<file path="config.mk">
export PLATFORM = sky130hd
export DESIGN_NAME = piso_serializer
export DESIGN_NICKNAME = d
export VERILOG_FILES = /design/src/rtl/piso_serializer.sv
export SDC_FILE = /design/constraint.sdc
export NUM_CORES = 1
export LEC_CHECK = 0
export BUFFER_PORTS_ARGS = -buffer_cell sky130_fd_sc_hd__clkbuf_2
export CORE_AREA = 3 3 40 42
export CTS_CLUSTER_SIZE = 40
export DETAILED_ROUTE_END_ITERATION = 10
export DIE_AREA = 0 0 43 45
export SKIP_LAST_GASP = 1
export SLEW_MARGIN = 15
export SYNTH_ARGS = -nofsm -noshare
export SYNTH_HDL_FRONTEND = slang
export SYNTH_SLANG_ARGS = --single-unit
</file>
<file path="constraint.sdc">
create_clock -name clk -period 1.4 [get_ports clk]
set_input_delay 0.14 -clock clk [delete_from_list [all_inputs] [get_ports clk]]
set_output_delay 0.14 -clock clk [all_outputs]
set_load 0.05 [all_outputs]
</file>
<file path="src/rtl/piso_serializer.sv">
// ============================================================================
//  Module      : piso_serializer
//  Description : Parallel-in serial-out transmitter, MSB first, valid/ready load.
//                Optional even-parity trailer cycle when PARITY_EN is defined.
//  Revision    : 1.0 - initial release
// ============================================================================
`default_nettype none

module piso_serializer #(
    parameter int WIDTH = 4
) (
    input  logic             clk,
    input  logic             reset,
    input  logic             load_valid,
    input  logic [WIDTH-1:0] load_data,
    output logic             load_ready,
    output logic             data_out,
    output logic             out_valid,
    output logic             done
);

    localparam int CNT_W = $clog2(WIDTH + 1);
    localparam logic [CNT_W-1:0] c_last_count = CNT_W'(WIDTH - 1);

`ifdef PARITY_EN
    typedef enum logic [1:0] {
        S_IDLE   = 2'd0,
        S_SHIFT  = 2'd1,
        S_PARITY = 2'd2
    } state_t;
`else
    typedef enum logic [1:0] {
        S_IDLE   = 2'd0,
        S_SHIFT  = 2'd1
    } state_t;
`endif

    state_t             r_state;
    state_t             w_state_nxt;
    logic [WIDTH-1:0]   r_shreg;
    logic [WIDTH-1:0]   w_shreg_nxt;
    logic [CNT_W-1:0]   r_count;
    logic [CNT_W-1:0]   w_count_nxt;
`ifdef PARITY_EN
    logic               r_parity;
    logic               w_parity_nxt;
`endif

    always_ff @(posedge clk) begin
        if (reset) begin
            r_state  <= S_IDLE;
            r_shreg  <= '0;
            r_count  <= '0;
`ifdef PARITY_EN
            r_parity <= 1'b0;
`endif
        end else begin
            r_state  <= w_state_nxt;
            r_shreg  <= w_shreg_nxt;
            r_count  <= w_count_nxt;
`ifdef PARITY_EN
            r_parity <= w_parity_nxt;
`endif
        end
    end

    // Outputs come only from registered state; load_valid affects next state only.
    always_comb begin
        w_state_nxt  = r_state;
        w_shreg_nxt  = r_shreg;
        w_count_nxt  = r_count;
`ifdef PARITY_EN
        w_parity_nxt = r_parity;
`endif
        data_out     = 1'b0;
        out_valid    = 1'b0;
        done         = 1'b0;
        load_ready   = 1'b0;

        case (r_state)
            S_IDLE: begin
                load_ready = 1'b1;
                if (load_valid) begin
                    w_state_nxt  = S_SHIFT;
                    w_shreg_nxt  = load_data;
                    w_count_nxt  = '0;
`ifdef PARITY_EN
                    w_parity_nxt = ^load_data;
`endif
                end
            end

            S_SHIFT: begin
                data_out    = r_shreg[WIDTH-1];
                out_valid   = 1'b1;
                w_shreg_nxt = {r_shreg[WIDTH-2:0], 1'b0};
                w_count_nxt = r_count + 1'b1;
                if (r_count == c_last_count) begin
`ifdef PARITY_EN
                    w_state_nxt = S_PARITY;
`else
                    done       = 1'b1;
                    load_ready = 1'b1;
                    w_count_nxt = '0;
                    if (load_valid) begin
                        w_shreg_nxt = load_data;
                    end else begin
                        w_state_nxt = S_IDLE;
                    end
`endif
                end
            end

`ifdef PARITY_EN
            S_PARITY: begin
                data_out    = r_parity;
                out_valid   = 1'b1;
                done        = 1'b1;
                load_ready  = 1'b1;
                w_count_nxt = '0;
                if (load_valid) begin
                    w_state_nxt  = S_SHIFT;
                    w_shreg_nxt  = load_data;
                    w_parity_nxt = ^load_data;
                end else begin
                    w_state_nxt  = S_IDLE;
                end
            end
`endif

            default: begin
                w_state_nxt = S_IDLE;
            end
        endcase
    end

endmodule

`default_nettype wire
</file>
==> flow_summary.json, run 1 <==
{
  "synth-edff-count": 0,
  "grt-ovfl-total": 0,
  "areaGrowthSynthToFinish_pct": 22.7,
  "hp-class": "in2reg",
  "setup_tns_ns": 0,
  "power.leakage_nw": 0.228,
  "drt-initial-drc-count": 7,
  "yosys_warnings": 0,
  "cp-endpoint": "load_ready",
  "core_area_um2": 1280,
  "cts-resized-gates": 4,
  "synth.distinct_cells": 23,
  "fmax_mhz": 751,
  "num_rows": 13,
  "wl_per_cell_um": 12.2,
  "grt_pass1_vias": 327,
  "grt_max_degree": 16,
  "ios": 11,
  "clkTransAtPathRegs_ns": 0.05,
  "synth.largest_area_cell": "dfxtp_1",
  "reg2reg_slack_ns": 0.21,
  "setup_viol": 0,
  "die_h_um": 45,
  "drv_cap": 0,
  "start_util": 0.335,
  "antenna_found_initial": 0,
  "cp.depth": 4,
  "synth_area_leaders": "dfxtp_1, mux2_4, nor2_1, o221a_2, nor3_1",
  "ctsHoldBuffers": 0,
  "slew_viol_final": 0,
  "arrival_ns": 1.19,
  "outcome": "complete, no violations",
  "slowest_delay_ns": 0.34,
  "drc": 0,
  "final_net_count": 67,
  "drive_gt1_frac": 0.439,
  "ys_seq_elements": 8,
  "dpl_worst_slack_ns": 0.156,
  "cts_tree": "done",
  "hpwlAfterDp_um": 615,
  "synth_cells": 47,
  "cts_setup_buffers": 0,
  "async_flop_share": 0,
  "insertion_delay_ns": 0.26,
  "via_count": 382,
  "path_cells": "ha_2 -> nand2b_4 -> nand2_1 -> buf_6",
  "syn_nets": 55,
  "cts-root-buf": "clkbuf_4",
  "hp-start": "load_data[1]",
  "place_congestion": 0.736,
  "hold_viol": 0,
  "path_delay_family": "flip-flops",
  "htreeDepth": 1,
  "skew_ns": 0.00723,
  "ys.flop_type": "dfxtp_1",
  "worstMarginPinSlew_ns": 0.276,
  "syn-cell-area_um2": 430,
  "synth_seq_area_share": 0.372,
  "grt_setup_unrepaired": "false",
  "finalWirelength_um": 878,
  "die_area_um2": 1940,
  "n_antenna_cell": 0,
  "vias_per_cell": 5.31,
  "cts_buffers": 3,
  "grt_use_total": 0.113,
  "firstDrtPassIters": 4,
  "crit_start": "r_count[0]",
  "crit_type": "reg2out",
  "synthTopCellsByCount": "dfxtp_1, nor2_1, inv_1, nor3_1",
  "clockBufferDepth": 2,
  "r2r-end": "r_shreg[2]",
  "r2r_start": "r_count[0]",
  "ant_nets": 0,
  "grt_pass1_wl_mm": 1.48,
  "p_per_area_nw_per_um2": 1000,
  "synth_top_cell_area_share": 0.372,
  "avgSynthCellArea_um2": 9.16,
  "fin_ws_ns": 0.0688,
  "ir_drop_uv": 390,
  "slowest_stage": "dfxtp_1",
  "yosys.cell_count.top_type": "dfxtp_1",
  "fin_crit_sh": 0.951,
  "startpoint_type": "register",
  "r2r_cells": 4,
  "finalPower_uw": 529,
  "critPathRequiredTime_ns": 1.26,
  "crit_fanout": 6,
  "period_minus_slack_ns": 1.33,
  "chipWidth_um": 43,
  "port_buffers": 10,
  "crit_buf_inv": 1,
  "cts.sink_count": 8,
  "relSlewSlack": 0.817,
  "cp-end-kind": "output pin"
}
[sequential cells by signal (all words and copies together), names as in the netlist]
name,flops
r_state,1
r_count,3
r_shreg,4
[final cells by class]
cell class | instances | area (um^2)
tap | 15 | 18.8
clock buffer | 3 | 22.5
inverter | 4 | 15.0
multi-input combinational | 32 | 245
fill | 147 | 757
timing repair buffer | 10 | 62.6
sequential | 8 | 164
[layout by cell type (no fill, tap or decap), types with 2 or more instances in the layout]
cell,count
nor2_1,6
buf_6,2
nor3_1,3
nand2_1,2
inv_1,4
clkbuf_4,3
a31oi_1,2
nor3b_1,2
mux2_4,2
clkbuf_2,8
dfxtp_1,7
o221a_2,2
[layer usage]
layer / track usage / vias up / share of wire
met3: 0.0598 / 4 / 0.072
li1: - / 191 / -
met1: 0.127 / 177 / 0.46
met4: 0.0904 / 0 / 0.039
met2: 0.159 / 10 / 0.43
met5: 0 / - / 0
[cell families (layout without fill, tap and decap cells)]
logic type / Yosys count / after routing / share of synthesized area
compound gates: 10 / 10 / 0.201
simple gates: 19 / 19 / 0.241
mux: 2 / 2 / 0.0698
fa+ha+maj: 1 / 1 / 0.0291
flops: 8 / 8 / 0.372
buf+inv: 7 / 17 / 0.0872
[report_power, final]
part           switching [mW]  internal, mW  total (mW)
clock                  0.0765        0.0979       0.174
combinational          0.0552        0.0425      0.0977
sequential             0.0142         0.242       0.256
[how the worst min path moves through the flow]
stage                     depth (start not counted)    endpoint
after floorplan                                   2  r_shreg[0]
after global placement                            2  r_shreg[1]
after detailed placement                          2  r_shreg[1]
after CTS                                         2  r_shreg[1]
after global routing                              2  r_shreg[2]
final                                             2  r_shreg[1]
[metrics by stage]
step                      instances  cell area [um^2]  utilization  hold WS, ns
after floorplan                  47               434            -        0.312
after global placement           69               480        0.374        0.423
after detailed placement         69               480        0.374        0.421
after CTS                        72               518        0.403        0.149
after global routing             72               528        0.411        0.159
final                            72               528        0.411        0.155
[worst reg2reg max path, cell delays in order (launching register included)]
cell and delay, ns:
dfxtp_1 0.34, ha_2 0.23, and2b_2 0.19, o21ai_2 0.06
o221a_2 0.27
(Power assumes the default switching activity.)
==> inputs of run 2 (changes only) <==
Settings changed: PLACE_DENSITY from default to 0.65, SKIP_CTS_REPAIR_TIMING from default to 1.
==> run 2 against run 1 <==
- combinational power is essentially flat
- sequential cell count is the same
- final cell count is the same
- largest cell class unchanged
==> flow_summary.json, run 2 (synthesized netlist as in run 1, its figures left out) <==
{
  "hp-class": "in2reg",
  "p_per_area_nw_per_um2": 997,
  "skew_ns": 0.000254,
  "finalWirelength_um": 808,
  "arrival_ns": 1.17,
  "via_count": 367,
  "final_net_count": 67,
  "grt_use_total": 0.0966,
  "fin_ws_ns": 0.0856,
  "clkTransAtPathRegs_ns": 0.05,
  "grt_setup_unrepaired": "false",
  "m1WireLength_um": 396,
  "chipWidth_um": 43,
  "n_antenna_cell": 0,
  "port_buffers": 10,
  "ant_nets": 0,
  "power.leakage_nw": 0.227,
  "place_congestion": 0.751,
  "insertion_delay_ns": 0.25,
  "clockBufferDepth": 2,
  "reg2reg_slack_ns": 0.20,
  "wl_per_cell_um": 11.2,
  "start_util": 0.335,
  "ios": 11,
  "setup_viol": 0,
  "worstMarginPinSlew_ns": 0.274,
  "grt_pass1_wl_mm": 1.32,
  "nFillCells": 131,
  "hold_ws_ns": 0.166,
  "regMostFlops": "r_shreg",
  "htreeDepth": 1,
  "met2WireLength_um": 343,
  "final_common_cell": "clkbuf_2",
  "outcome": "complete, no violations",
  "areaGrowthSynthToFinish_pct": 22.7,
  "grt-ovfl-total": 0,
  "ir_drop_uv": 382,
  "crit_fanout": 6,
  "final_cell_mix": "clkbuf_2, dfxtp_1, nor2_1",
  "relSlewSlack": 0.818,
  "cp-end-kind": "output pin",
  "crit_type": "reg2out",
  "drive_gt1_frac": 0.456,
  "vias_per_cell": 5.10,
  "period_minus_slack_ns": 1.31,
  "met3_length_um": 58,
  "num_rows": 13,
  "grt_pass1_vias": 323,
  "fmax_mhz": 761,
  "reg_top3": "r_shreg x4, r_count x3, r_state x1",
  "hold_viol": 0,
  "core_area_um2": 1280,
  "drc": 0,
  "die_area_um2": 1940,
  "drt-initial-drc-count": 9,
  "dpl_worst_slack_ns": 0.173,
  "firstDrtPassIters": 5,
  "dp.cells": 69,
  "top_layer": "met4",
  "cts-root-buf": "clkbuf_4",
  "hpwlAfterDp_um": 617,
  "fin_crit_sh": 0.939,
  "cts_tree": "done",
  "grt_max_degree": 16,
  "largest_register_ffs": 4,
  "final_cells": 72,
  "slew_viol_final": 0,
  "antenna_found_initial": 0,
  "drv_cap": 0,
  "cts.sink_count": 8,
  "critPathRequiredTime_ns": 1.26,
  "die_h_um": 45,
  "startpoint_type": "register",
  "cts_buffers": 3
}
[run 2: cell types whose count changed in the layout (fill, tap and decap cells not counted)]
cell,previous run,this run
dfxtp_4,1,0
nand2_1,2,1
nand2_2,0,1
dfxtp_2,0,1
[run 2: worst paths after layout]
| kind | start | to | depth (start not counted) |
|---|---|---|---|
| worst max-delay path | r_count[0] | done | 4 |
| worst min-delay path | load_data[2] | r_shreg[2] | 2 |
| worst max register to register | r_count[0] | r_shreg[1] | 4 |
| worst min register to register | r_count[2] | r_count[2] | 1 |
[run 2: layout make-up]
| class | count | area [um^2] | area share |
|---|---|---|---|
| Clock buffer | 3 | 22.5 | 0.0427 |
| Inverter | 4 | 15.0 | 0.0284 |
| Multi-Input combinational cell | 32 | 248 | 0.469 |
| Sequential cell | 8 | 161 | 0.306 |
| Tap cell | 15 | 18.8 | 0.0355 |
| Timing Repair Buffer | 10 | 62.6 | 0.118 |
[run 2: metrics by stage]
step / utilization / setup TNS [ns] / power, mW / instance area (um^2)
finish: 0.411 / 0 / 0.526 / 528
global route: 0.411 / 0 / 0.558 / 528
CTS: 0.391 / -0.214 / 0.535 / 503
detailed placement: 0.374 / 0 / 0.356 / 480
global placement: 0.374 / 0 / 0.354 / 480
floorplan: - / 0 / 0.337 / 434
[run 2: metal layers]
| metal | vias to the layer above | GRT usage |
|---|---|---|
| met4 | 0 | 0.0904 |
| met3 | 2 | 0.0359 |
| li1 | 190 | - |
| met5 | - | 0 |
| met1 | 164 | 0.116 |
| met2 | 11 | 0.132 |
[run 2: power breakdown]
| part | internal, mW | leakage [nW] | switching (mW) |
|---|---|---|---|
| logic | 0.0426 | 0.148 | 0.0548 |
| registers | 0.243 | 0.0661 | 0.0146 |
| clock network | 0.0978 | 0.0138 | 0.0738 |
| total | 0.383 | 0.227 | 0.143 |
[run 2: worst max-delay path, stage by stage (launching register included)]
cell and delay [ns]:
dfxtp_1 0.35, ha_2 0.22, nand2b_4 0.09, nor2_2 0.10, buf_6 0.16
==> inputs of run 3 (changes only) <==
Settings changed: RECOVER_POWER from default to 50.
==> run 3 against run 2 <==
- die area stayed put
- clock skew stayed put
- critical path depth stayed put
- critical path type unchanged
- maximum frequency hardly changed
- non-clock buffer count stayed put
- largest cell class unchanged
- power hardly changed
- register-to-register slack hardly changed
==> flow_summary.json, run 3 (synthesized netlist as in run 1, its figures left out) <==
{
  "cts_buffers": 3,
  "reg_top3": "r_shreg x4, r_count x3, r_state x1",
  "dp.cells": 69,
  "areaGrowthSynthToFinish_pct": 22.4,
  "slowest_delay_ns": 0.35,
  "power.share.combinational": 0.185,
  "firstDrtPassIters": 5,
  "startpoint_type": "register",
  "cp-end-kind": "output pin",
  "htreeDepth": 1,
  "skew_ns": 0.000254,
  "reg2reg_slack_ns": 0.19,
  "cts-root-buf": "clkbuf_4",
  "utilization": 0.410,
  "grt-ovfl-total": 0,
  "critPathRequiredTime_ns": 1.26,
  "ios": 11,
  "place_congestion": 0.751,
  "vias_per_cell": 5.11,
  "hpwlAfterDp_um": 617,
  "port_buffers": 10,
  "die_h_um": 45,
  "arrival_ns": 1.17,
  "p_sw_frac": 0.272,
  "path_cells": "ha_2 -> nand2b_4 -> nor2_2 -> buf_6",
  "p_per_area_nw_per_um2": 999,
  "multi_input_area_um2": 246,
  "clkTransAtPathRegs_ns": 0.05,
  "chipWidth_um": 43,
  "drv_cap": 0,
  "n_antenna_cell": 0,
  "seqPwrFrac": 0.489,
  "regMostFlops": "r_shreg",
  "outcome": "complete, no violations",
  "final_cells": 72,
  "num_rows": 13,
  "crit_type": "reg2out",
  "final_net_count": 67,
  "fin_crit_sh": 0.939,
  "power.internal_uw": 383,
  "crit_buf_inv": 1,
  "largest_register_ffs": 4,
  "regArea_um2": 161,
  "hp-class": "in2reg",
  "path_delay_family": "flip-flops",
  "cts.sink_count": 8,
  "cts_tree": "done",
  "antenna_found_initial": 0,
  "fmax_mhz": 761,
  "core_area_um2": 1280,
  "setup_viol": 0,
  "nFillCells": 130,
  "grt_use_total": 0.0966,
  "clockBufferDepth": 2,
  "power_frac_clock": 0.326,
  "grt_pass1_vias": 323,
  "ir_drop_uv": 382,
  "period_minus_slack_ns": 1.31,
  "drive_gt1_frac": 0.439,
  "start_util": 0.335,
  "power.leakage_nw": 0.228,
  "grt_setup_unrepaired": "false",
  "drt-initial-drc-count": 9,
  "relSlewSlack": 0.818,
  "finalPower_uw": 526,
  "die_area_um2": 1940,
  "final_common_cell": "clkbuf_2",
  "worstMarginPinSlew_ns": 0.274,
  "p_switching_uw": 143,
  "via_count": 368,
  "grt_max_degree": 16,
  "slew_viol_final": 0,
  "slowest_stage": "dfxtp_1",
  "grt_pass1_wl_mm": 1.32,
  "finalWirelength_um": 808,
  "ant_nets": 0,
  "insertion_delay_ns": 0.25,
  "drc": 0,
  "wl_per_cell_um": 11.2,
  "final_cell_mix": "clkbuf_2, dfxtp_1, nor2_1",
  "hold_viol": 0,
  "crit_fanout": 6
}
## run 3: per-stage QoR
stage / worst slack, ns / cell area (um^2) / setup TNS, ns / hold slack, ns
6_report: 0.0856 / 527 / 0 / 0.166
5_1_grt: 0.0189 / 527 / 0 / 0.170
4_1_cts: -0.112 / 503 / -0.214 / 0.158
3_5_place_dp: 0.173 / 480 / 0 / 0.423
3_3_place_gp: 0.206 / 480 / 0 / 0.420
2_1_floorplan: 0.0731 / 434 / 0 / 0.312
## run 3: layout make-up
type,instances,area share
timing repair buffer,10,0.119
clock buffer,3,0.0428
inverter,4,0.0285
tap,15,0.0356
sequential,8,0.306
multi-input combinational,32,0.468
## run 3: path summary, 6_finish.rpt
check	start	end	depth (start not counted)
worst max-delay path	r_count[0]	done	4
worst min-delay path	load_data[2]	r_shreg[2]	2
worst max register to register	r_count[0]	r_shreg[1]	4
worst min register to register	r_count[2]	r_count[2]	1
## run 3: worst register-to-register path, stage by stage (launching register included)
cell	delay [ns]
dfxtp_1	0.35
ha_2	0.22
and2b_1	0.20
o21ai_2	0.07
o221a_2	0.27
## run 3: power groups by stage
stage / combinational, mW / sequential [mW] / clock (mW)
after floorplan: 0.0759 / 0.261 / 0
after global placement: 0.0941 / 0.260 / 0
after detailed placement: 0.0940 / 0.262 / 0
after CTS: 0.0945 / 0.257 / 0.184
after global routing: 0.106 / 0.260 / 0.192
final: 0.0973 / 0.257 / 0.172
## run 3: metal layers
| layer | vias up | track usage | part of all wire |
|---|---|---|---|
| met5 | - | 0 | 0 |
| met4 | 0 | 0.0904 | 0.012 |
| met1 | 164 | 0.116 | 0.49 |
| met3 | 2 | 0.0359 | 0.072 |
| li1 | 191 | - | - |
| met2 | 11 | 0.132 | 0.42 |
